File: src/rtl/mem_arbiter_if.sv
// mem_arbiter_if: requester, memory and mailbox signals of the two-requester
// memory arbiter.
//   c_* / d_*   core / DMA requester: req, we, adr, wd in; gnt, rvalid out
//   rdata       read data returned to whichever requester has rvalid
//   mem_*       shared memory port (adr, wd, we, re out; rd in)
//   mbox_*      mailbox status (tied to 0 unless the mailbox is built in)
// Modport slave is the arbiter's view; master is the requester/memory side.
interface mem_arbiter_if #(
    parameter int WIDTH = 8
);
    logic             c_req, c_we, c_gnt, c_rvalid;
    logic [WIDTH-1:0] c_adr, c_wd;
    logic             d_req, d_we, d_gnt, d_rvalid;
    logic [WIDTH-1:0] d_adr, d_wd;
    logic [WIDTH-1:0] rdata;
    logic [WIDTH-1:0] mem_adr, mem_wd, mem_rd;
    logic             mem_we, mem_re;
    logic             mbox_valid;
    logic [WIDTH-1:0] mbox_data;

    modport slave (
        input  c_req, c_we, c_adr, c_wd,
        input  d_req, d_we, d_adr, d_wd,
        input  mem_rd,
        output c_gnt, c_rvalid, d_gnt, d_rvalid, rdata,
        output mem_adr, mem_wd, mem_we, mem_re,
        output mbox_valid, mbox_data
    );

    modport master (
        output c_req, c_we, c_adr, c_wd,
        output d_req, d_we, d_adr, d_wd,
        output mem_rd,
        input  c_gnt, c_rvalid, d_gnt, d_rvalid, rdata,
        input  mem_adr, mem_wd, mem_we, mem_re,
        input  mbox_valid, mbox_data
    );
endinterface

File: src/rtl/mem_arbiter.sv
// mem_arbiter: arbitrates the single memory port between the MIPS core (C)
// and a DMA/boot loader (D). Registered ownership FSM, round-robin on
// simultaneous requests from idle, and a burst limit of MAX_BURST beats per
// owner while the other side waits. One beat per cycle; read data and rvalid
// arrive the cycle after the beat.
// Ports:
//   clk    system clock, rising edge
//   reset  synchronous, active-high
//   bus    mem_arbiter_if.slave (requesters, memory port, mailbox)
// Build option MEM_ARBITER_MAILBOX_EN: address all-ones becomes a one-word
// mailbox register instead of memory (writes latch mbox_data and set sticky
// mbox_valid; reads return mbox_data). Without it, mbox_* are tied to 0.
module mem_arbiter #(
    parameter int WIDTH     = 8,
    parameter int MAX_BURST = 4
) (
    input  logic          clk,
    input  logic          reset,
    mem_arbiter_if.slave  bus
);
    typedef enum logic [1:0] {NONE = 2'd0, OWN_C = 2'd1, OWN_D = 2'd2} owner_t;

    localparam logic [3:0] LP_LAST = 4'(MAX_BURST - 1);

    owner_t           r_owner, w_owner_nxt;
    logic             r_rr;             // 0 = C wins next tie, 1 = D
    logic [3:0]       r_cnt;
    logic             r_rv_c, r_rv_d;
    logic             w_c_gnt, w_d_gnt, w_gnt, w_we, w_mbox_hit;
    logic [WIDTH-1:0] w_adr, w_wd;

    // State register
    always_ff @(posedge clk) begin
        if (reset) begin
            r_owner <= NONE;
            r_rr    <= 1'b0;
            r_cnt   <= 4'd0;
            r_rv_c  <= 1'b0;
            r_rv_d  <= 1'b0;
        end else begin
            r_owner <= w_owner_nxt;
            if (w_owner_nxt != r_owner)
                r_cnt <= 4'd0;
            else if (w_gnt && r_cnt != 4'hF)
                r_cnt <= r_cnt + 4'd1;
            // The side just left loses the next tie.
            if (r_owner == OWN_C && w_owner_nxt != OWN_C)
                r_rr <= 1'b1;
            else if (r_owner == OWN_D && w_owner_nxt != OWN_D)
                r_rr <= 1'b0;
            r_rv_c <= w_c_gnt & ~bus.c_we;
            r_rv_d <= w_d_gnt & ~bus.d_we;
        end
    end

    // Next-state logic
    always_comb begin
        w_owner_nxt = r_owner;
        case (r_owner)
            NONE: begin
                if (bus.c_req && bus.d_req) w_owner_nxt = r_rr ? OWN_D : OWN_C;
                else if (bus.c_req)         w_owner_nxt = OWN_C;
                else if (bus.d_req)         w_owner_nxt = OWN_D;
            end
            OWN_C: begin
                if (!bus.c_req)
                    w_owner_nxt = bus.d_req ? OWN_D : NONE;
                else if (bus.d_req && r_cnt == LP_LAST)
                    w_owner_nxt = OWN_D;
            end
            OWN_D: begin
                if (!bus.d_req)
                    w_owner_nxt = bus.c_req ? OWN_C : NONE;
                else if (bus.c_req && r_cnt == LP_LAST)
                    w_owner_nxt = OWN_C;
            end
            default: w_owner_nxt = NONE;
        endcase
    end

    // Outputs: grants and the memory-port mux
    always_comb begin
        w_c_gnt = (r_owner == OWN_C) & bus.c_req;
        w_d_gnt = (r_owner == OWN_D) & bus.d_req;
        w_gnt   = w_c_gnt | w_d_gnt;
        w_we    = 1'b0;
        w_adr   = '0;
        w_wd    = '0;
        if (w_c_gnt) begin
            w_we  = bus.c_we;
            w_adr = bus.c_adr;
            w_wd  = bus.c_wd;
        end else if (w_d_gnt) begin
            w_we  = bus.d_we;
            w_adr = bus.d_adr;
            w_wd  = bus.d_wd;
        end
`ifdef MEM_ARBITER_MAILBOX_EN
        w_mbox_hit = w_gnt & (w_adr == {WIDTH{1'b1}});
`else
        w_mbox_hit = 1'b0;
`endif
        bus.c_gnt    = w_c_gnt;
        bus.d_gnt    = w_d_gnt;
        bus.mem_adr  = w_adr;
        bus.mem_wd   = w_wd;
        // Mailbox beats never reach memory.
        bus.mem_we   = w_gnt &  w_we & ~w_mbox_hit;
        bus.mem_re   = w_gnt & ~w_we & ~w_mbox_hit;
        bus.c_rvalid = r_rv_c;
        bus.d_rvalid = r_rv_d;
    end

`ifdef MEM_ARBITER_MAILBOX_EN
    logic             r_mbox_valid, r_mbox_rd;
    logic [WIDTH-1:0] r_mbox_data;

    always_ff @(posedge clk) begin
        if (reset) begin
            r_mbox_valid <= 1'b0;
            r_mbox_data  <= '0;
            r_mbox_rd    <= 1'b0;
        end else begin
            // Remembers that next cycle's rdata must come from the mailbox.
            r_mbox_rd <= w_mbox_hit & ~w_we;
            if (w_mbox_hit && w_we) begin
                r_mbox_valid <= 1'b1;
                r_mbox_data  <= w_wd;
            end
        end
    end

    assign bus.rdata      = r_mbox_rd ? r_mbox_data : bus.mem_rd;
    assign bus.mbox_valid = r_mbox_valid;
    assign bus.mbox_data  = r_mbox_data;
`else
    assign bus.rdata      = bus.mem_rd;
    assign bus.mbox_valid = 1'b0;
    assign bus.mbox_data  = '0;
`endif
endmodule

File: src/flat_wrapper.sv
// flat-port wrapper written by rule: the top's interface ports become plain ports
module mem_arbiter_flat 
#(
    parameter int WIDTH     = 8,
    parameter int MAX_BURST = 4
)
  (clk, reset, bus_c_req, bus_c_we, bus_c_adr, bus_c_wd, bus_d_req, bus_d_we, bus_d_adr, bus_d_wd, bus_mem_rd, bus_c_gnt, bus_c_rvalid, bus_d_gnt, bus_d_rvalid, bus_rdata, bus_mem_adr, bus_mem_wd, bus_mem_we, bus_mem_re, bus_mbox_valid, bus_mbox_data);
  mem_arbiter_if #(.WIDTH(WIDTH)) bus_i ();
  input  logic clk;
  input  logic reset;
  input wire logic [$bits(bus_i.c_req)-1:0] bus_c_req;
  input wire logic [$bits(bus_i.c_we)-1:0] bus_c_we;
  input wire logic [$bits(bus_i.c_adr)-1:0] bus_c_adr;
  input wire logic [$bits(bus_i.c_wd)-1:0] bus_c_wd;
  input wire logic [$bits(bus_i.d_req)-1:0] bus_d_req;
  input wire logic [$bits(bus_i.d_we)-1:0] bus_d_we;
  input wire logic [$bits(bus_i.d_adr)-1:0] bus_d_adr;
  input wire logic [$bits(bus_i.d_wd)-1:0] bus_d_wd;
  input wire logic [$bits(bus_i.mem_rd)-1:0] bus_mem_rd;
  output wire logic [$bits(bus_i.c_gnt)-1:0] bus_c_gnt;
  output wire logic [$bits(bus_i.c_rvalid)-1:0] bus_c_rvalid;
  output wire logic [$bits(bus_i.d_gnt)-1:0] bus_d_gnt;
  output wire logic [$bits(bus_i.d_rvalid)-1:0] bus_d_rvalid;
  output wire logic [$bits(bus_i.rdata)-1:0] bus_rdata;
  output wire logic [$bits(bus_i.mem_adr)-1:0] bus_mem_adr;
  output wire logic [$bits(bus_i.mem_wd)-1:0] bus_mem_wd;
  output wire logic [$bits(bus_i.mem_we)-1:0] bus_mem_we;
  output wire logic [$bits(bus_i.mem_re)-1:0] bus_mem_re;
  output wire logic [$bits(bus_i.mbox_valid)-1:0] bus_mbox_valid;
  output wire logic [$bits(bus_i.mbox_data)-1:0] bus_mbox_data;
  assign bus_i.c_req = bus_c_req;
  assign bus_i.c_we = bus_c_we;
  assign bus_i.c_adr = bus_c_adr;
  assign bus_i.c_wd = bus_c_wd;
  assign bus_i.d_req = bus_d_req;
  assign bus_i.d_we = bus_d_we;
  assign bus_i.d_adr = bus_d_adr;
  assign bus_i.d_wd = bus_d_wd;
  assign bus_i.mem_rd = bus_mem_rd;
  assign bus_c_gnt = bus_i.c_gnt;
  assign bus_c_rvalid = bus_i.c_rvalid;
  assign bus_d_gnt = bus_i.d_gnt;
  assign bus_d_rvalid = bus_i.d_rvalid;
  assign bus_rdata = bus_i.rdata;
  assign bus_mem_adr = bus_i.mem_adr;
  assign bus_mem_wd = bus_i.mem_wd;
  assign bus_mem_we = bus_i.mem_we;
  assign bus_mem_re = bus_i.mem_re;
  assign bus_mbox_valid = bus_i.mbox_valid;
  assign bus_mbox_data = bus_i.mbox_data;
  mem_arbiter #(.WIDTH(WIDTH), .MAX_BURST(MAX_BURST)) u_core (.clk(clk), .reset(reset), .bus(bus_i));
endmodule
File: config.mk
export PLATFORM = sky130hd
export DESIGN_NAME = mem_arbiter_flat
export DESIGN_NICKNAME = d
export VERILOG_FILES = /design/src/rtl/mem_arbiter_if.sv /design/src/rtl/mem_arbiter.sv /design/src/flat_wrapper.sv
export SDC_FILE = /design/constraint.sdc
export NUM_CORES = 1
export LEC_CHECK = 0
export CORE_ASPECT_RATIO = 1.75
export CORE_UTILIZATION = 30
export CTS_BUF_LIST = sky130_fd_sc_hd__clkbuf_2 sky130_fd_sc_hd__clkbuf_4 sky130_fd_sc_hd__clkbuf_8
export DETAILED_ROUTE_END_ITERATION = 10
export PLACE_DENSITY_LB_ADDON = 0.2
export SYNTH_ARGS = -nofsm -noshare
export SYNTH_HDL_FRONTEND = slang
export SYNTH_SLANG_ARGS = --single-unit
export TNS_END_PERCENT = 1
File: constraint.sdc
create_clock -name clk -period 1.9 [get_ports clk]
set_input_delay 0.475 -clock clk [delete_from_list [all_inputs] [get_ports clk]]
set_output_delay 0.475 -clock clk [all_outputs]
set_load 0.1 [all_outputs]
## Word-level counts from Yosys, hierarchy flattened

Index checks and enable logic that the tools add are counted.

- Input port bits: 46
- Word-level logic and storage cells: 51
- Flip-flop bits (word level): 9
- Output and inout port bits: 39

- Equality and inequality tests: 7
- Bitwise gates (word level): 10
- Muxes and demuxes: 19
- Add/sub/neg operators: 1
- Reduce and logical (&&, ||, !) cells: 9

Operators by type and width:

| kind | number |
|---|---|
| $mux W8 | 4 |
| $mux W2 | 9 |
| $and A1 B1 Y1 | 6 |
| $logic_and A1 B1 Y1 | 6 |
| $pmux W2 S3 | 1 |
| $mux W1 | 5 |
| $add A4 B1 Y4 const B | 1 |
| $eq A4 B2 Y1 const B | 1 |
| $ne A4 B4 Y1 const B | 1 |
| $not A1 Y1 | 3 |
| $eq A2 B1 Y1 const B | 1 |
| $eq A2 B2 Y1 const B | 1 |
| $logic_not A2 Y1 | 1 |
| $ne A2 B1 Y1 const B | 1 |
| $ne A2 B2 Y1 | 1 |
| $ne A2 B2 Y1 const B | 1 |
| $reduce_bool A2 Y1 | 1 |
| $reduce_or A2 Y1 | 1 |
| $or A1 B1 Y1 | 1 |

## Longest topological paths before layout

Gate-level depths: netlist of the first run.

- Depth in word-level cells: 9
- Mapped depth: 7
- Gate-level depth less buffers: 5

## Worst setup path before layout of the first run

OpenSTA, ideal clock, no wires.

- Path type: reg2out
- Start: register u_core.r_owner[0]
- End: output port bus_mem_re
- Setup slack: -1567 ps
- Stages on the path, launching flop included: 7
- Required time: 1425 ps
- Path buffers: 2
- Arrival: 2992 ps
- Path through: dfxtp_1 -> buf_4 -> nand3b_4 -> inv_1 -> buf_4 -> a22o_1 -> a21oi_1

- Longest elaborated chain between the ends: 6
- Elaborated cells between the ends (all ways): 9
- Classes of those cells: eq/ne (2); mux (2); bitwise (5)

Ends and longest elaborated chain:

| item | line | text |
|---|---|---|
| start, declared | mem_arbiter.sv:25 | `owner_t r_owner, w_owner_nxt;` |
| start signal, assigned | mem_arbiter.sv:41 | `r_owner <= w_owner_nxt;` |
| $eq A2 B2 Y1 | mem_arbiter.sv:84 | `w_d_gnt = (r_owner == OWN_D) & bus.d_req;` |
| $and A1 B1 Y1 | mem_arbiter.sv:84 |  |
| $mux W1 | mem_arbiter.sv:93 | `end else if (w_d_gnt) begin` |
| $mux W1 | mem_arbiter.sv:89 | `if (w_c_gnt) begin` |
| $not A1 Y1 | mem_arbiter.sv:109 | `bus.mem_re = w_gnt & ~w_we & ~w_mbox_hit;` |
| $and A1 B1 Y1 * | mem_arbiter.sv:109 |  |
| end, declared | flat_wrapper.sv:28 | `output wire logic [$bits(bus_i.mem_re)-1:0] bus_mem_re;` |

Every way passes the cells marked *; elsewhere a longest branch is shown, timed or not.

## Final worst setup path of the first run

- Start: input port bus_c_req
- End: output port bus_mem_re

- Longest elaborated chain between the ends: 4
- Elaborated cells between the ends (all ways): 5
- Classes of those cells: mux (1); bitwise (4)

Ends and longest elaborated chain:

| item | line | text |
|---|---|---|
| start, declared | flat_wrapper.sv:11 | `input wire logic [$bits(bus_i.c_req)-1:0] bus_c_req;` |
| $and A1 B1 Y1 * | mem_arbiter.sv:83 | `w_c_gnt = (r_owner == OWN_C) & bus.c_req;` |
| $mux W1 | mem_arbiter.sv:89 |  |
| $not A1 Y1 | mem_arbiter.sv:109 |  |
| $and A1 B1 Y1 * | mem_arbiter.sv:109 |  |

Marked as above.

==> results.py, run 1 <==
metrics = {
    "synthesis": {
        "synth_most_common_cell": "buf_4",
        "synth_area_leaders": "dfxtp_1 (22%), a22o_1 (18%), buf_4 (17%)",
        "synth_flop_cell": "dfxtp_1",
        "synth_edf_count": 0,
        "yosysWarningCount": 0,
        "yosysSeqAreaShare": 0.218,
        "async_flop_share": 0,
        "syn-cell-area_um2": 826,
        "synth_cell_types": 27,
        "syn_inst": 94,
        "synth_area_per_cell_um2": 8.79,
        "synth_top_area_share": 0.218,
        "synth_commonest_cells": "buf_4 (19), a22o_1 (17), dfxtp_1 (9), a21oi_1 (7)",
        "synth_seq_cells": 9,
        "yosys.area.top_type": "dfxtp_1",
    },
    "status": {
        "status": "completed",
    },
    "route": {
        "antenna_left": 0,
        "drt_iter0_drc": 29,
        "wl_met3_um": 177,
        "avgViaCountPerCell": 5.17,
        "drc": 0,
        "highest_layer": "met4",
        "drt_pre_antenna_iters": 4,
        "wl_per_cell_um": 16.0,
        "met1_length_um": 922,
        "vias": 962,
        "met2_length_um": 1790,
        "routed_wl_um": 2970,
    },
    "global_routing": {
        "grt_usage": 0.203,
        "grt_max_degree": 9,
        "grt_pass1_wl_um": 4690,
        "grt_pass1_vias": 1042,
        "antenna_found_initial": 0,
        "grt_overflow": 0,
    },
    "setup_path": {
        "start_kind": "primary input",
        "path_max_fanout": 6,
        "cp.arrival_ns": 1.39,
        "crit_path_top_delay_cell": "a22o_4",
        "cp_data_required_time_ns": 1.42,
        "worst-setup-path-type": "primary input to output pin",
        "max_stage_delay_ns": 0.22,
        "worstPathBufferInverterCount": 3,
        "setup.worst_path.end_class": "output pin",
        "critPathTopFamily": "buffers and inverters",
        "cp_cell_sequence": "clkdlybuf4s15_2 > nand3b_4 > inv_4 > a22o_4 > a21oi_4 > buf_12",
    },
    "sta": {
        "grt_setup_unrepaired": "false",
        "fin_skew_ns": 0.000443,
        "max_freq_mhz": 536,
        "min_period_over_period": 0.983,
        "setup_violations": 0,
        "period_minus_slack_ns": 1.87,
        "drv_slew": 0,
        "hold_viol_final": 0,
    },
    "die": {
        "std_cell_rows": 24,
        "fp.dieArea_mm2": 0.00297,
        "die_h_um": 71.4,
        "io_pins": 85,
        "die_w_um": 41.7,
        "initial_core_util": 0.324,
        "coreArea_mm2": 0.00255,
    },
    "hold_path": {
        "min_path_type": "register to register",
    },
    "cts": {
        "cts_tree": "yes",
        "cts_buffers": 3,
        "clk_latency_ns": 0.24,
        "clkSinkCount": 9,
        "clk_pin_slew_ns": 0.04,
        "cts-root-buf": "clkbuf_8",
        "cts_buffer_depth": 2,
        "hold_buffers": 0,
        "htree_levels": 1,
    },
    "pwr": {
        "ir_worst_vdd_mv": 0.475,
        "cellLeakagePower_nw": 0.839,
        "power_density_mw_per_mm2": 506,
    },
    "flow_run": {
        "maxCapViolCount": 0,
    },
    "finish": {
        "antennaDiodeCount": 0,
        "final_nets": 208,
        "syn_to_final_growth_pct": 125,
        "drive_above_1_share": 0.431,
        "design_area_mm2": 0.00186,
        "fin_util": 0.729,
    },
    "placed_design": {
        "dpl-instance-area_mm2": 0.00177,
        "port_buffers": 59,
        "dpl.hpwl_um": 2500,
        "place.gp.congestion": 0.767,
    },
}
what timing repair did:
action / 4_1_cts / 5_1_grt
gates resized for setup: 15 / 4
buffers inserted: 1 / 0
pin swaps: 1 / 1
endpoints found under the setup margin: 20 / 13
gates cloned: 0 / 0
where the power goes:
group | switching (mW) | total (mW) | internal, mW
sequential | 0.00586 | 0.200 | 0.194
clock | 0.0833 | 0.244 | 0.161
combinational | 0.301 | 0.498 | 0.198
final cells by class:
cell class | count | area, um^2
sequential | 9 | 185
fill | 198 | 692
inverter | 4 | 22.5
tap | 26 | 32.5
multi-input combinational | 66 | 608
clock buffer | 4 | 48.8
timing repair buffer | 77 | 963
worst paths after layout:
path,startpoint,to,slack (ns),cells past startpoint
setup reg to reg,u_core.r_cnt[0],u_core.r_owner[0],0.22,5
hold / removal,u_core.r_cnt[0],u_core.r_cnt[0],0.56,2
hold reg to reg,u_core.r_cnt[0],u_core.r_cnt[0],0.56,2
setup / recovery,bus_c_req,bus_mem_re,0.03,6
placed cells by master (no fill, tap or decap), drive strengths merged, types with 2 or more instances in the layout:
master / synthesis / routed
a21oi: 7 / 7
a22o: 17 / 17
and3: 2 / 2
buf: 23 / 41
clkbuf: 0 / 4
clkdlybuf4s50: 0 / 33
conb: 1 / 9
dfxtp: 9 / 9
dlygate4sd2: 0 / 2
inv: 4 / 4
mux2i: 4 / 4
nand2b: 3 / 3
nand3b: 2 / 2
nor2: 4 / 4
nor3: 2 / 2
nor3b: 2 / 2
o21ai: 4 / 4
xor2: 2 / 2
layer usage:
layer	global-route usage	vias up
li1	-	450
met1	0.168	447
met2	0.427	54
met3	0.0353	11
met4	0.100	0
met5	0	-
tightest hold or removal path, stage by stage, from the launching register on:
cell,delay [ns]
dfxtp_1,0.36
xor2_1,0.08
nor2_1,0.08
state kept, by name (all words and copies together), names as in the netlist:
signal,flops
u_core.r_owner,2
u_core.bus.d_rvalid,1
u_core.r_rr,1
u_core.r_cnt,4
u_core.bus.c_rvalid,1
per-stage QoR:
| step | setup slack (ns) | std cells | power [mW] | TNS, ns | hold WS (ns) |
|---|---|---|---|---|---|
| 2_1_floorplan | -0.262 | 102 | 0.589 | -2.25 | 0.482 |
| 3_3_place_gp | -0.317 | 181 | 0.690 | -6.22 | 0.500 |
| 3_5_place_dp | -0.360 | 181 | 0.697 | -7.02 | 0.537 |
| 4_1_cts | 0.00781 | 186 | 0.940 | 0 | 0.548 |
| 5_1_grt | 0.00493 | 186 | 0.964 | 0 | 0.590 |
| 6_report | 0.0330 | 186 | 0.942 | 0 | 0.559 |
logic make-up (layout without fill, tap and decap cells):
| logic type | after synthesis | after routing | share of synthesized area |
|---|---|---|---|
| flops | 9 | 9 | 0.218 |
| simple gates | 18 | 18 | 0.167 |
| xor+xnor | 2 | 2 | 0.0212 |
| buf+inv | 27 | 85 | 0.223 |
| mux | 5 | 5 | 0.0621 |
| compound gates | 31 | 31 | 0.289 |
| fa+ha+maj | 1 | 1 | 0.0151 |
| other cells | 1 | 9 | 0.00454 |
(Power assumes the default switching activity.)
==> run 2, diff against run 1 <==
--- a/config.mk
+++ b/config.mk
@@ -5,6 +5,7 @@
 export SDC_FILE = /design/constraint.sdc
 export NUM_CORES = 1
 export LEC_CHECK = 0
+export CAP_MARGIN = 20
 export CORE_ASPECT_RATIO = 1.75
 export CORE_UTILIZATION = 30
 export CTS_BUF_LIST = sky130_fd_sc_hd__clkbuf_2 sky130_fd_sc_hd__clkbuf_4 sky130_fd_sc_hd__clkbuf_8
==> results of run 2 <==
Same layout as run 1: the final DEF is identical, and so are final timing and power.
==> run 3, diff against run 2 <==
--- a/config.mk
+++ b/config.mk
@@ -11,6 +11,7 @@
 export CTS_BUF_LIST = sky130_fd_sc_hd__clkbuf_2 sky130_fd_sc_hd__clkbuf_4 sky130_fd_sc_hd__clkbuf_8
 export DETAILED_ROUTE_END_ITERATION = 10
 export PLACE_DENSITY_LB_ADDON = 0.2
+export RECOVER_POWER = 100
 export SYNTH_ARGS = -nofsm -noshare
 export SYNTH_HDL_FRONTEND = slang
 export SYNTH_SLANG_ARGS = --single-unit
==> run 3 against run 2 <==
  * Sequential share of layout area increased by 0.59 points
  * Core utilization decreased by 4.1 points
  * Die area unchanged
  * Total power decreased by 1.9%
  * Critical path type is now register to output pin
  * Largest cell class unchanged
  * Highest routed layer unchanged
==> results.py, run 3 (synthesis results as in run 1) <==
metrics = {
    "finish": {
        "mostFrequentLayoutCell": "clkdlybuf4s50_1",
        "largest_reg_flops": 4,
        "design_area_mm2": 0.00176,
        "drive_above_1_share": 0.419,
        "top_regs": "u_core.r_cnt x4, u_core.r_owner x2",
        "syn_to_final_growth_pct": 113,
        "final_nets": 208,
        "mostFrequentLayoutCells": "clkdlybuf4s50_1 (32), buf_4 (15), buf_12 (14)",
        "fin_util": 0.688,
        "largest_register": "u_core.r_cnt",
        "antennaDiodeCount": 0,
    },
    "global_routing": {
        "grt_usage": 0.203,
        "grt_overflow": 0,
        "antenna_found_initial": 0,
        "grt_pass1_vias": 1042,
        "grt_pass1_wl_um": 4690,
        "grt_max_degree": 9,
    },
    "sta": {
        "fin_ws_ns": 0.0310,
        "fin_setup_tns_ns": 0,
        "setup_violations": 0,
        "min_period_over_period": 0.984,
        "tightestPinTransition_ns": 0.558,
        "drv_slew": 0,
        "period_minus_slack_ns": 1.87,
        "slew_headroom": 0.630,
        "fin_skew_ns": 0.000251,
        "hold_viol_final": 0,
        "max_freq_mhz": 535,
        "grt_setup_unrepaired": "false",
    },
    "setup_path": {
        "path_max_fanout": 6,
        "worst-setup-path-type": "register to output pin",
        "cp_data_required_time_ns": 1.42,
        "crit_path_top_delay_cell": "dfxtp_4",
        "setup.worst_path.end_class": "output pin",
        "cp.arrival_ns": 1.39,
        "cp_cell_sequence": "nand3b_4 > inv_6 > buf_6 > a22o_2 > buf_12",
        "max_stage_delay_ns": 0.37,
        "start_kind": "register",
    },
    "cts": {
        "clk_latency_ns": 0.24,
        "clk_pin_slew_ns": 0.04,
        "cts_buffer_depth": 2,
        "cts_tree": "yes",
        "cts_buffers": 3,
        "hold_buffers": 0,
        "clkSinkCount": 9,
        "htree_levels": 1,
        "cts-root-buf": "clkbuf_8",
    },
    "placed_design": {
        "dpl.hpwl_um": 2500,
        "port_buffers": 59,
        "dpl_worst_slack_ns": -0.360,
        "place.gp.congestion": 0.767,
        "dpl-instance-area_mm2": 0.00177,
    },
    "die": {
        "io_pins": 85,
        "die_h_um": 71.4,
        "initial_core_util": 0.324,
        "std_cell_rows": 24,
        "fp.dieArea_mm2": 0.00297,
        "coreArea_mm2": 0.00255,
        "die_w_um": 41.7,
    },
    "route": {
        "met1_length_um": 959,
        "drc": 0,
        "routed_wl_um": 3020,
        "wl_met3_um": 183,
        "highest_layer": "met4",
        "vias": 964,
        "met2_length_um": 1800,
        "drt_iter0_drc": 24,
        "avgViaCountPerCell": 5.18,
        "antenna_left": 0,
        "wl_per_cell_um": 16.2,
        "drt_pre_antenna_iters": 4,
    },
    "hold_path": {
        "min_path_type": "register to register",
    },
    "pwr": {
        "power_density_mw_per_mm2": 526,
        "cellLeakagePower_nw": 0.805,
        "ir_worst_vdd_mv": 0.475,
    },
    "status": {
        "status": "completed",
    },
    "flow_run": {
        "maxCapViolCount": 0,
    },
}
run 3: changes by cell type in the layout (fill, tap and decap cells not counted), sizes merged:
| cell | before | now |
|---|---|---|
| clkdlybuf4s50 | 33 | 32 |
| buf | 41 | 39 |
| clkbuf | 4 | 6 |
| dlygate4sd3 | 0 | 1 |
run 3: per-layer routing:
metal / track usage / vias up
li1: - / 450
met1: 0.168 / 449
met2: 0.427 / 54
met3: 0.0353 / 11
met4: 0.100 / 0
met5: 0 / -
run 3: worst paths after layout:
check,start,to,slack [ns],cells past startpoint
setup / recovery,u_core.r_owner[0],bus_mem_wd[4],0.03,5
hold / removal,u_core.r_cnt[0],u_core.r_cnt[0],0.56,2
setup reg to reg,u_core.r_cnt[0],u_core.r_owner[0],0.22,5
hold reg to reg,u_core.r_cnt[0],u_core.r_cnt[0],0.56,2
run 3: stage by stage:
step | hold slack, ns | power (mW) | instances
finish | 0.559 | 0.924 | 186
global route | 0.590 | 0.945 | 186
CTS | 0.548 | 0.940 | 186
floorplan | 0.482 | 0.589 | 102
global placement | 0.500 | 0.690 | 181
detailed placement | 0.537 | 0.697 | 181
run 3: cell type report:
type / count / area, um^2
Clock buffer: 4 / 48.8
Sequential cell: 9 / 185
Fill cell: 217 / 796
Multi-Input combinational cell: 66 / 584
Inverter: 4 / 22.5
Timing Repair Buffer: 77 / 883
Tap cell: 26 / 32.5
run 3: power by group:
part           total, mW  switching (mW)  leakage [nW]  internal, mW
registers          0.199         0.00556        0.0740         0.194
clock network      0.244          0.0834        0.0262         0.161
logic              0.481           0.297         0.705         0.183
run 3: worst max-delay path: cells and delay by family (launching register included):
| family | cells | cell delay (ns) |
|---|---|---|
| flip-flops | 1 | 0.37 |
| buffers and inverters | 3 | 0.35 |
| AO/OA/AOI/OAI | 1 | 0.27 |
| AND/OR/NAND/NOR | 1 | 0.16 |
run 3: timing repair:
action	in CTS	in global routing
endpoints found under the setup margin	20	13
setup buffers	1	0
pin swaps	1	1
gates resized for setup	15	4
